## src/rtl/pipeline_control_unit.sv

```systemverilog
// rtl/pipeline_control_unit.sv - hazard / branch / input-wait control for a fetch + two-stage decode pipeline
//
// Purpose: drives the load enables and bubble (flush) strobes of the PC/fetch
// stage and the two decode registers, resolving input waits, taken branches and
// read-after-write hazards against the stage-two instruction.
//
// Optional feature: define PIPE_CTRL_STATS_EN to build the saturating
// stall/flush statistics counters; otherwise both counters read constant zero.
//
// Ports:
//   CLK, RST                  clock, asynchronous active-high reset
//   rdA, rdB, rdA_use, rdB_use  stage-one source registers and their use flags
//   ex_wren, ex_writeAd       stage-two register write enable / address
//   ex_input                  stage-two instruction consumes external input
//   ex_pc_load, ex_cond_true  stage-two branch / branch condition true
//   in_valid                  external input data available
//   stats_clr                 synchronous clear of the statistics counters
//   fetch_en, dec1_en, dec2_en  stage load enables
//   dec1_flush, dec2_flush    load a bubble into decode register one / two
//   pc_stall, in_ack          PC frozen / one-cycle input consume strobe
//   state                     FSM state (RUN=0, FLUSH=1, WAIT_IN=2)
//   stall_cnt, flush_cnt      statistics counters

module pipeline_control_unit (
    input  logic        CLK,
    input  logic        RST,
    input  logic [2:0]  rdA,
    input  logic [2:0]  rdB,
    input  logic        rdA_use,
    input  logic        rdB_use,
    input  logic        ex_wren,
    input  logic [2:0]  ex_writeAd,
    input  logic        ex_input,
    input  logic        ex_pc_load,
    input  logic        ex_cond_true,
    input  logic        in_valid,
    input  logic        stats_clr,
    output logic        fetch_en,
    output logic        dec1_en,
    output logic        dec2_en,
    output logic        dec1_flush,
    output logic        dec2_flush,
    output logic        pc_stall,
    output logic        in_ack,
    output logic [1:0]  state,
    output logic [15:0] stall_cnt,
    output logic [15:0] flush_cnt
);

    typedef enum logic [1:0] {
        ST_RUN     = 2'd0,
        ST_FLUSH   = 2'd1,
        ST_WAIT_IN = 2'd2
    } state_t;

    state_t state_q, state_d;

    logic in_wait, taken, haz;

    assign in_wait = ex_input & ~in_valid;
    assign taken   = ex_pc_load & ex_cond_true;
    assign haz     = ex_wren & ((rdA_use & (rdA == ex_writeAd)) |
                                (rdB_use & (rdB == ex_writeAd)));

    assign state = state_q;

    always_ff @(posedge CLK or posedge RST) begin
        if (RST) begin
            state_q <= ST_RUN;
        end else begin
            state_q <= state_d;
        end
    end

    always_comb begin
        state_d = ST_RUN;
        case (state_q)
            ST_RUN: begin
                if (in_wait) begin
                    state_d = ST_WAIT_IN;
                end else if (taken) begin
                    state_d = ST_FLUSH;
                end else begin
                    state_d = ST_RUN;
                end
            end
            ST_FLUSH:   state_d = ST_RUN;
            ST_WAIT_IN: state_d = in_valid ? ST_RUN : ST_WAIT_IN;
            default:    state_d = ST_RUN;
        endcase
    end

    // Outputs also decode RST so the reset values appear without waiting for a clock.
    always_comb begin
        fetch_en   = 1'b0;
        dec1_en    = 1'b0;
        dec2_en    = 1'b0;
        dec1_flush = 1'b0;
        dec2_flush = 1'b0;
        pc_stall   = 1'b0;
        in_ack     = 1'b0;
        if (RST) begin
            pc_stall = 1'b1;
        end else begin
            case (state_q)
                ST_RUN: begin
                    if (in_wait) begin
                        pc_stall = 1'b1;
                    end else if (taken) begin
                        fetch_en   = 1'b1;
                        dec1_en    = 1'b1;
                        dec2_en    = 1'b1;
                        dec1_flush = 1'b1;
                        dec2_flush = 1'b1;
                    end else if (haz) begin
                        // Hold fetch and stage one; the producer moves on and a
                        // single bubble is slotted in behind it.
                        pc_stall   = 1'b1;
                        dec2_en    = 1'b1;
                        dec2_flush = 1'b1;
                    end else begin
                        fetch_en = 1'b1;
                        dec1_en  = 1'b1;
                        dec2_en  = 1'b1;
                        in_ack   = ex_input;
                    end
                end
                ST_FLUSH: begin
                    // Second penalty cycle: only the wrong-path fetch is squashed.
                    fetch_en   = 1'b1;
                    dec1_en    = 1'b1;
                    dec2_en    = 1'b1;
                    dec1_flush = 1'b1;
                end
                ST_WAIT_IN: begin
                    if (in_valid) begin
                        fetch_en = 1'b1;
                        dec1_en  = 1'b1;
                        dec2_en  = 1'b1;
                        in_ack   = 1'b1;
                    end else begin
                        pc_stall = 1'b1;
                    end
                end
                default: begin
                    pc_stall = 1'b1;
                end
            endcase
        end
    end

`ifdef PIPE_CTRL_STATS_EN
    logic [15:0] stall_cnt_q, flush_cnt_q;
    logic        flush_inc;

    assign flush_inc = (state_q == ST_RUN) & ~in_wait & taken;

    always_ff @(posedge CLK or posedge RST) begin
        if (RST) begin
            stall_cnt_q <= 16'd0;
            flush_cnt_q <= 16'd0;
        end else if (stats_clr) begin
            stall_cnt_q <= 16'd0;
            flush_cnt_q <= 16'd0;
        end else begin
            if (pc_stall && (stall_cnt_q != 16'hFFFF)) begin
                stall_cnt_q <= stall_cnt_q + 16'd1;
            end
            if (flush_inc && (flush_cnt_q != 16'hFFFF)) begin
                flush_cnt_q <= flush_cnt_q + 16'd1;
            end
        end
    end

    assign stall_cnt = stall_cnt_q;
    assign flush_cnt = flush_cnt_q;
`else
    logic unused_stats_clr;
    assign unused_stats_clr = stats_clr;
    assign stall_cnt = 16'd0;
    assign flush_cnt = 16'd0;
`endif

endmodule

```

## config.mk

```make
export PLATFORM = sky130hd
export DESIGN_NAME = pipeline_control_unit
export DESIGN_NICKNAME = d
export VERILOG_FILES = /design/src/rtl/pipeline_control_unit.sv
export SDC_FILE = /design/constraint.sdc
export NUM_CORES = 1
export LEC_CHECK = 0
export BUFFER_PORTS_ARGS = -buffer_cell sky130_fd_sc_hd__buf_2
export CAP_MARGIN = 15
export CORE_UTILIZATION = 35
export DETAILED_ROUTE_END_ITERATION = 8
export PLACE_DENSITY = 0.85
export REMOVE_ABC_BUFFERS = 1
export SKIP_LAST_GASP = 1
export SLEW_MARGIN = 20
export SYNTH_ARGS = -nofsm -noshare
export SYNTH_HDL_FRONTEND = slang
export SYNTH_SLANG_ARGS = --single-unit
```

## constraint.sdc

```tcl
create_clock -name CLK -period 3.5 [get_ports CLK]
set_input_delay 0.525 -clock CLK [delete_from_list [all_inputs] [get_ports CLK]]
set_output_delay 0.525 -clock CLK [all_outputs]
set_load 0.03 [all_outputs]
```

==> results of run 1 <==
## stage by stage
step / hold WS [ns] / setup slack, ns / instances / area [um^2]
finish: 0.185 / 1.40 / 108 / 543
global route: 0.189 / 1.31 / 108 / 543
CTS: 0.181 / 1.37 / 108 / 543
detailed placement: 0.421 / 1.42 / 105 / 520
global placement: 0.420 / 1.44 / 105 / 520
floorplan: 0.266 / 1.00 / 64 / 372
## placed cells by master (no fill, tap or decap)
cell	count
nor2_1	4
a41oi_1	1
clkbuf_4	3
a211oi_2	1
nor3_2	1
dfrtp_1	2
conb_1	32
a41o_1	1
a211o_1	1
nor3b_1	2
buf_2	26
nand4_1	2
o21a_1	1
xnor2_1	6
nand2_1	2
nand3_1	1
inv_1	3
a21bo_1	1
o21ai_0	3
## cells by family after synthesis
kind of cell | after synthesis | synth area share
compound gates | 9 | 0.144
other cells | 1 | 0.00746
buf+inv | 36 | 0.515
simple gates | 12 | 0.129
xor+xnor | 6 | 0.104
flops | 2 | 0.0995
## power by group through the flow
stage	registers [W]	logic [W]	clock network, W
after floorplan	0.0000301	0.0000775	0
after global placement	0.0000274	0.000102	0
after detailed placement	0.0000277	0.000102	0
after CTS	0.0000275	0.000103	0.0000541
after global routing	0.0000278	0.000112	0.0000552
final	0.0000274	0.000103	0.0000528
## worst max-delay path by stage
stage | start | end | slack (ns) | cells after the start
2_1_floorplan | state[1] | dec1_en | 1.00 | 4
6_report | state[1] | dec1_en | 1.40 | 5
5_1_grt | state[0] | dec1_flush | 1.31 | 5
4_1_cts | state[1] | dec1_en | 1.37 | 5
3_5_place_dp | ex_writeAd[2] | dec2_flush | 1.42 | 6
3_3_place_gp | rdA[1] | dec2_flush | 1.44 | 6
## layer usage
metal	part of all wire	up-vias	global-route usage
met4	0.012	0	0.0690
met2	0.50	32	0.202
met3	0.11	2	0.0170
met1	0.38	185	0.138
met5	0	-	0
li1	-	208	-
## final cells by class
class                           instances  area [um^2]
Timing Repair Buffer                   26          130
Tap cell                               15         18.8
Fill cell                             149          774
Inverter                                3         11.3
Multi-Input combinational cell         59          310
Sequential cell                         2         50.0
Clock buffer                            3         22.5
==> results.json, run 1 <==
{
  "final.min_clock_period_ns": 2.10,
  "critPathKind": "reg -> out",
  "crit_buf_inv": 1,
  "routed_wirelength_um": 867,
  "status": "finished, final reports clean",
  "critical_path.cell_chain": "nor2_1 -> nor3_2 -> a211o_1 -> a41oi_1 -> buf_2",
  "yosys.area.top_type_share": 0.493,
  "maxCapViolCount": 0,
  "grt_max_degree": 7,
  "postCtsSetupBuffers": 0,
  "wire_per_inst_um": 8.03,
  "die-area_mm2": 0.00159,
  "synth_area_per_cell_um2": 7.62,
  "switching_share": 0.532,
  "row_count": 13,
  "synth-async-reset-ratio": 1.00,
  "largest_reg_flops": 2,
  "dp_hpwl_um": 727,
  "timing.fmax_mhz": 476,
  "rsz0062_at_grt": "false",
  "seqPwrFrac": 0.150,
  "routed_via_density": 3.95,
  "numCtsBuffers": 3,
  "cts-htree-levels": 1,
  "setup_violations": 0,
  "place_congestion": 0.647,
  "pin_count": 60,
  "synth_common_cells": "buf_4 (33), xnor2_1 (6), nor2_1 (4), inv_1 (3), o21ai_0 (3)",
  "max-vdd-ir-drop_mv": 0.138,
  "post-route-period-util": 0.601,
  "required_ns": 2.97,
  "post_cts_resized": 0,
  "area_growth_pct": 7.96,
  "ys_seq_elements": 2,
  "cts-root-buf": "clkbuf_4",
  "yosysTopAreaCell": "buf_4",
  "r2r_end": "state[0]",
  "clockBufferDepth": 2,
  "synth_edf_count": 0,
  "yosysMostFrequentCell": "buf_4",
  "critPathMaxStageDelay_ns": 0.43,
  "port_buffers": 26,
  "clk_pin_slew_worst_paths_ns": 0.03,
  "die_h_um": 39.9,
  "layout.nets": 114,
  "start_util": 0.382,
  "utilization": 0.412,
  "hp-class": "in -> async",
  "crit_slowest_cell": "dfrtp_1",
  "hold_viol": 0,
  "synth_ff_type": "dfrtp_1",
  "rr_worst_depth": 3,
  "antenna_found_initial": 0,
  "setup_tns_ns": 0,
  "antenna_cells": 0,
  "synth_area_leaders": "buf_4 (49%), xnor2_1 (10%), dfrtp_1 (10%)",
  "grt_pass1_wl_mm": 1.27,
  "r2r_start": "state[1]",
  "finClkSkew_ns": 0.00160,
  "drc": 0,
  "grt_pass1_vias": 326,
  "worstPathArrival_ns": 1.58,
  "cts_hold_buf": 0,
  "syn-cell-area_um2": 503,
  "start_kind": "flip-flop",
  "crit_family": "compound AO/OA/AOI/OAI gates",
  "vias": 427,
  "postRouteAntennaNets": 0,
  "track_usage": 0.118,
  "slew_viol_final": 0,
  "synth_cells": 66,
  "pwr-share-clk": 0.288,
  "power_w": 0.000184,
  "p_int_w": 0.0000859,
  "synth_warnings": 0,
  "cp_max_fo": 6,
  "p_comb_frac": 0.562,
  "p_leak_nw": 0.330,
  "r2r_slack_ns": 2.44,
  "synth_cell_type_count": 18,
  "die_w_um": 39.9,
  "cts_sinks": 2,
  "dr.pass1.iters": 4,
  "cts_tree": "yes",
  "core_mm2": 0.00132,
  "drive_gt1_frac": 0.333,
  "insertion_delay_ns": 0.23,
  "drt_iter0_markers": 8,
  "cp-end-kind": "output port",
  "p_switching_w": 0.0000976,
  "synth_sequential_area_ratio": 0.0995,
  "grt-ovfl-total": 0,
  "pwr_density_cell_mw_per_mm2": 338
}
Note: power is estimated with default switching activity, not from simulation.
==> run 2, diff against run 1 <==
- ABC_AREA: unset -> 1
- CORE_UTILIZATION: 35 -> 34
- PLACE_DENSITY: 0.85 -> 0.78
- clock period: 3.5 -> 2 ns (I/O delays scaled with it)
==> run 2 against run 1 <==
  * Global-route usage is 1.1 points lower
  * Flip-flop and latch count stayed put
  * Utilization is 0.55 points lower
  * Wire length is 7.7% higher
  * Via count is 22% higher
  * Sequential share of layout area is 1.2 points lower
  * Setup slack worse by 1.2 ns
  * Cell area is 15% higher
  * Die area is 17% higher
  * Synthesized cell count is 47% higher
  * Final cell count is 31% higher
  * Worst hold slack better by 0.066 ns
  * Highest routed layer is now met3
==> results.json, run 2 <==
{
  "switching_share": 0.544,
  "wire_per_inst_um": 6.62,
  "r2r_slack_ns": 1.01,
  "dr.pass1.iters": 4,
  "synth_area_per_cell_um2": 5.93,
  "drive_gt1_frac": 0.344,
  "ys_seq_elements": 2,
  "timing.fmax_mhz": 540,
  "placed_area_um2": 594,
  "fillers": 169,
  "max-vdd-ir-drop_mv": 0.385,
  "dp_hpwl_um": 818,
  "grt_max_degree": 6,
  "synth_cells": 97,
  "grt_pass1_vias": 422,
  "place_inst": 137,
  "setup_tns_ns": 0,
  "critical_path.cell_chain": "dlygate4sd3_1 -> buf_2 -> inv_1 -> o21ai_1 -> inv_2 -> nand2_2 -> inv_2 -> buf_2",
  "die-area_mm2": 0.00186,
  "layout_common_cells": "conb_1 (32), buf_2 (26), nand2_1 (22), inv_1 (9), inv_2 (8)",
  "syn-cell-area_um2": 576,
  "p_switching_w": 0.000182,
  "insertion_delay_ns": 0.22,
  "setup_violations": 0,
  "largest_reg_flops": 2,
  "holdPathEnd": "state[1]",
  "status": "finished, final reports clean",
  "numCtsBuffers": 3,
  "rr_worst_depth": 5,
  "postRouteAntennaNets": 0,
  "synth_warnings": 0,
  "place_congestion": 0.661,
  "pin_count": 60,
  "crit_family": "buffers and inverters",
  "port_buffers": 26,
  "critPathKind": "in -> out",
  "r2r_end": "state[0]",
  "routed_via_density": 3.68,
  "worst_slack_ns": 0.150,
  "instances_no_fill": 141,
  "grt-ovfl-total": 0,
  "row_count": 14,
  "place_ws_ns": 0.477,
  "cts_tree": "yes",
  "die_w_um": 43.1,
  "synth_cell_type_count": 19,
  "crit_buf_inv": 6,
  "slew_viol_final": 0,
  "final_area_um2": 627,
  "hold_depth": 2,
  "cp_max_fo": 5,
  "drc": 0,
  "start_kind": "primary input",
  "track_usage": 0.107,
  "pwr_density_cell_mw_per_mm2": 534,
  "worstPathArrival_ns": 1.55,
  "yosysTopAreaCell": "buf_4",
  "synth_sequential_area_ratio": 0.0870,
  "die_h_um": 43.1,
  "final_common_cell": "conb_1",
  "maxCapViolCount": 0,
  "cts_sinks": 2,
  "vias": 519,
  "r2r_start": "state[0]",
  "synth_edf_count": 0,
  "post_cts_resized": 0,
  "clockBufferDepth": 2,
  "routed_wirelength_um": 934,
  "drt_iter0_markers": 4,
  "cts-htree-levels": 1,
  "synth-async-reset-ratio": 1.00,
  "synth_ff_type": "dfrtp_1",
  "yosysMostFrequentCell": "buf_4",
  "finClkSkew_ns": 0.00138,
  "layout.nets": 146,
  "grt_pass1_wl_mm": 1.52,
  "area_growth_pct": 8.91,
  "synth_common_cells": "buf_4 (33), nand2_1 (22), inv_1 (9), inv_2 (8), nor2_1 (7)",
  "rsz0062_at_grt": "false",
  "pwr-share-clk": 0.263,
  "antenna_found_initial": 0,
  "crit_slowest_cell": "dlygate4sd3_1",
  "cts-root-buf": "clkbuf_4",
  "clk_pin_slew_worst_paths_ns": 0.03,
  "hold_viol": 0,
  "p_comb_frac": 0.597,
  "hold_start": "in_valid",
  "critPathMaxStageDelay_ns": 0.53,
  "yosys.area.top_type_share": 0.430,
  "start_util": 0.373,
  "hp-class": "in -> reg",
  "cp-end-kind": "output port",
  "p_leak_nw": 0.447,
  "required_ns": 1.70,
  "core_mm2": 0.00154,
  "final.min_clock_period_ns": 1.85,
  "synth_area_leaders": "buf_4 (43%), nand2_1 (14%), dfrtp_1 (8.7%)",
  "seqPwrFrac": 0.140,
  "p_int_w": 0.000153,
  "post-route-period-util": 0.925,
  "antenna_cells": 0
}
==> run 2: worst max-delay path by stage <==
stage | startpoint | endpoint | cells past startpoint
6_report | RST | fetch_en | 8
5_1_grt | RST | fetch_en | 8
4_1_cts | RST | fetch_en | 8
3_5_place_dp | in_valid | fetch_en | 10
3_3_place_gp | state[0] | in_ack | 8
2_1_floorplan | state[1] | dec1_en | 8
==> run 2: power by group through the flow <==
stage	Sequential (W)	Clock (W)	Combinational, W
finish	0.0000468	0.0000881	0.000200
global route	0.0000473	0.0000965	0.000216
CTS	0.0000467	0.0000930	0.000200
detailed placement	0.0000471	0	0.000198
global placement	0.0000469	0	0.000196
floorplan	0.0000522	0	0.000151
==> run 2: layout make-up <==
type                            count  area (um^2)  share of cell area
Tap cell                           16         20.0              0.0319
Inverter                           18         67.6               0.108
Sequential cell                     2         50.0              0.0798
Clock buffer                        3         22.5              0.0359
Multi-Input combinational cell     75          327               0.521
Timing Repair Buffer               27          140               0.224
==> run 2: cell families after synthesis <==
| logic type | synth area share |
|---|---|
| AOI/OAI and AO/OA | 0.0804 |
| buffers and inverters | 0.548 |
| and+or+nand+nor | 0.278 |
| DFF | 0.0870 |
| other | 0.00652 |
==> run 2: timing repair <==
action | 4_1_cts | 5_1_grt
endpoints found under the hold margin | 2 | 0
endpoints found under the setup margin | 0 | 0
hold buffers | 1 | 0
buffers inserted | 0 | 0
==> run 2: layer usage <==
layer,global-route usage,up-vias,routed length [um]
met5,0,-,0
met4,0.0545,0,0
met3,0.0383,0,90
met2,0.173,31,447
met1,0.123,209,397
li1,-,279,-
==> run 2: per-stage QoR <==
| stage | power [W] | hold WS, ns | util |
|---|---|---|---|
| final | 0.000335 | 0.252 | 0.407 |
| after global routing | 0.000360 | 0.265 | 0.407 |
| after CTS | 0.000339 | 0.244 | 0.407 |
| after detailed placement | 0.000245 | 0.199 | 0.386 |
| after global placement | 0.000242 | 0.192 | 0.386 |
| after floorplan | 0.000204 | 0.0647 | - |
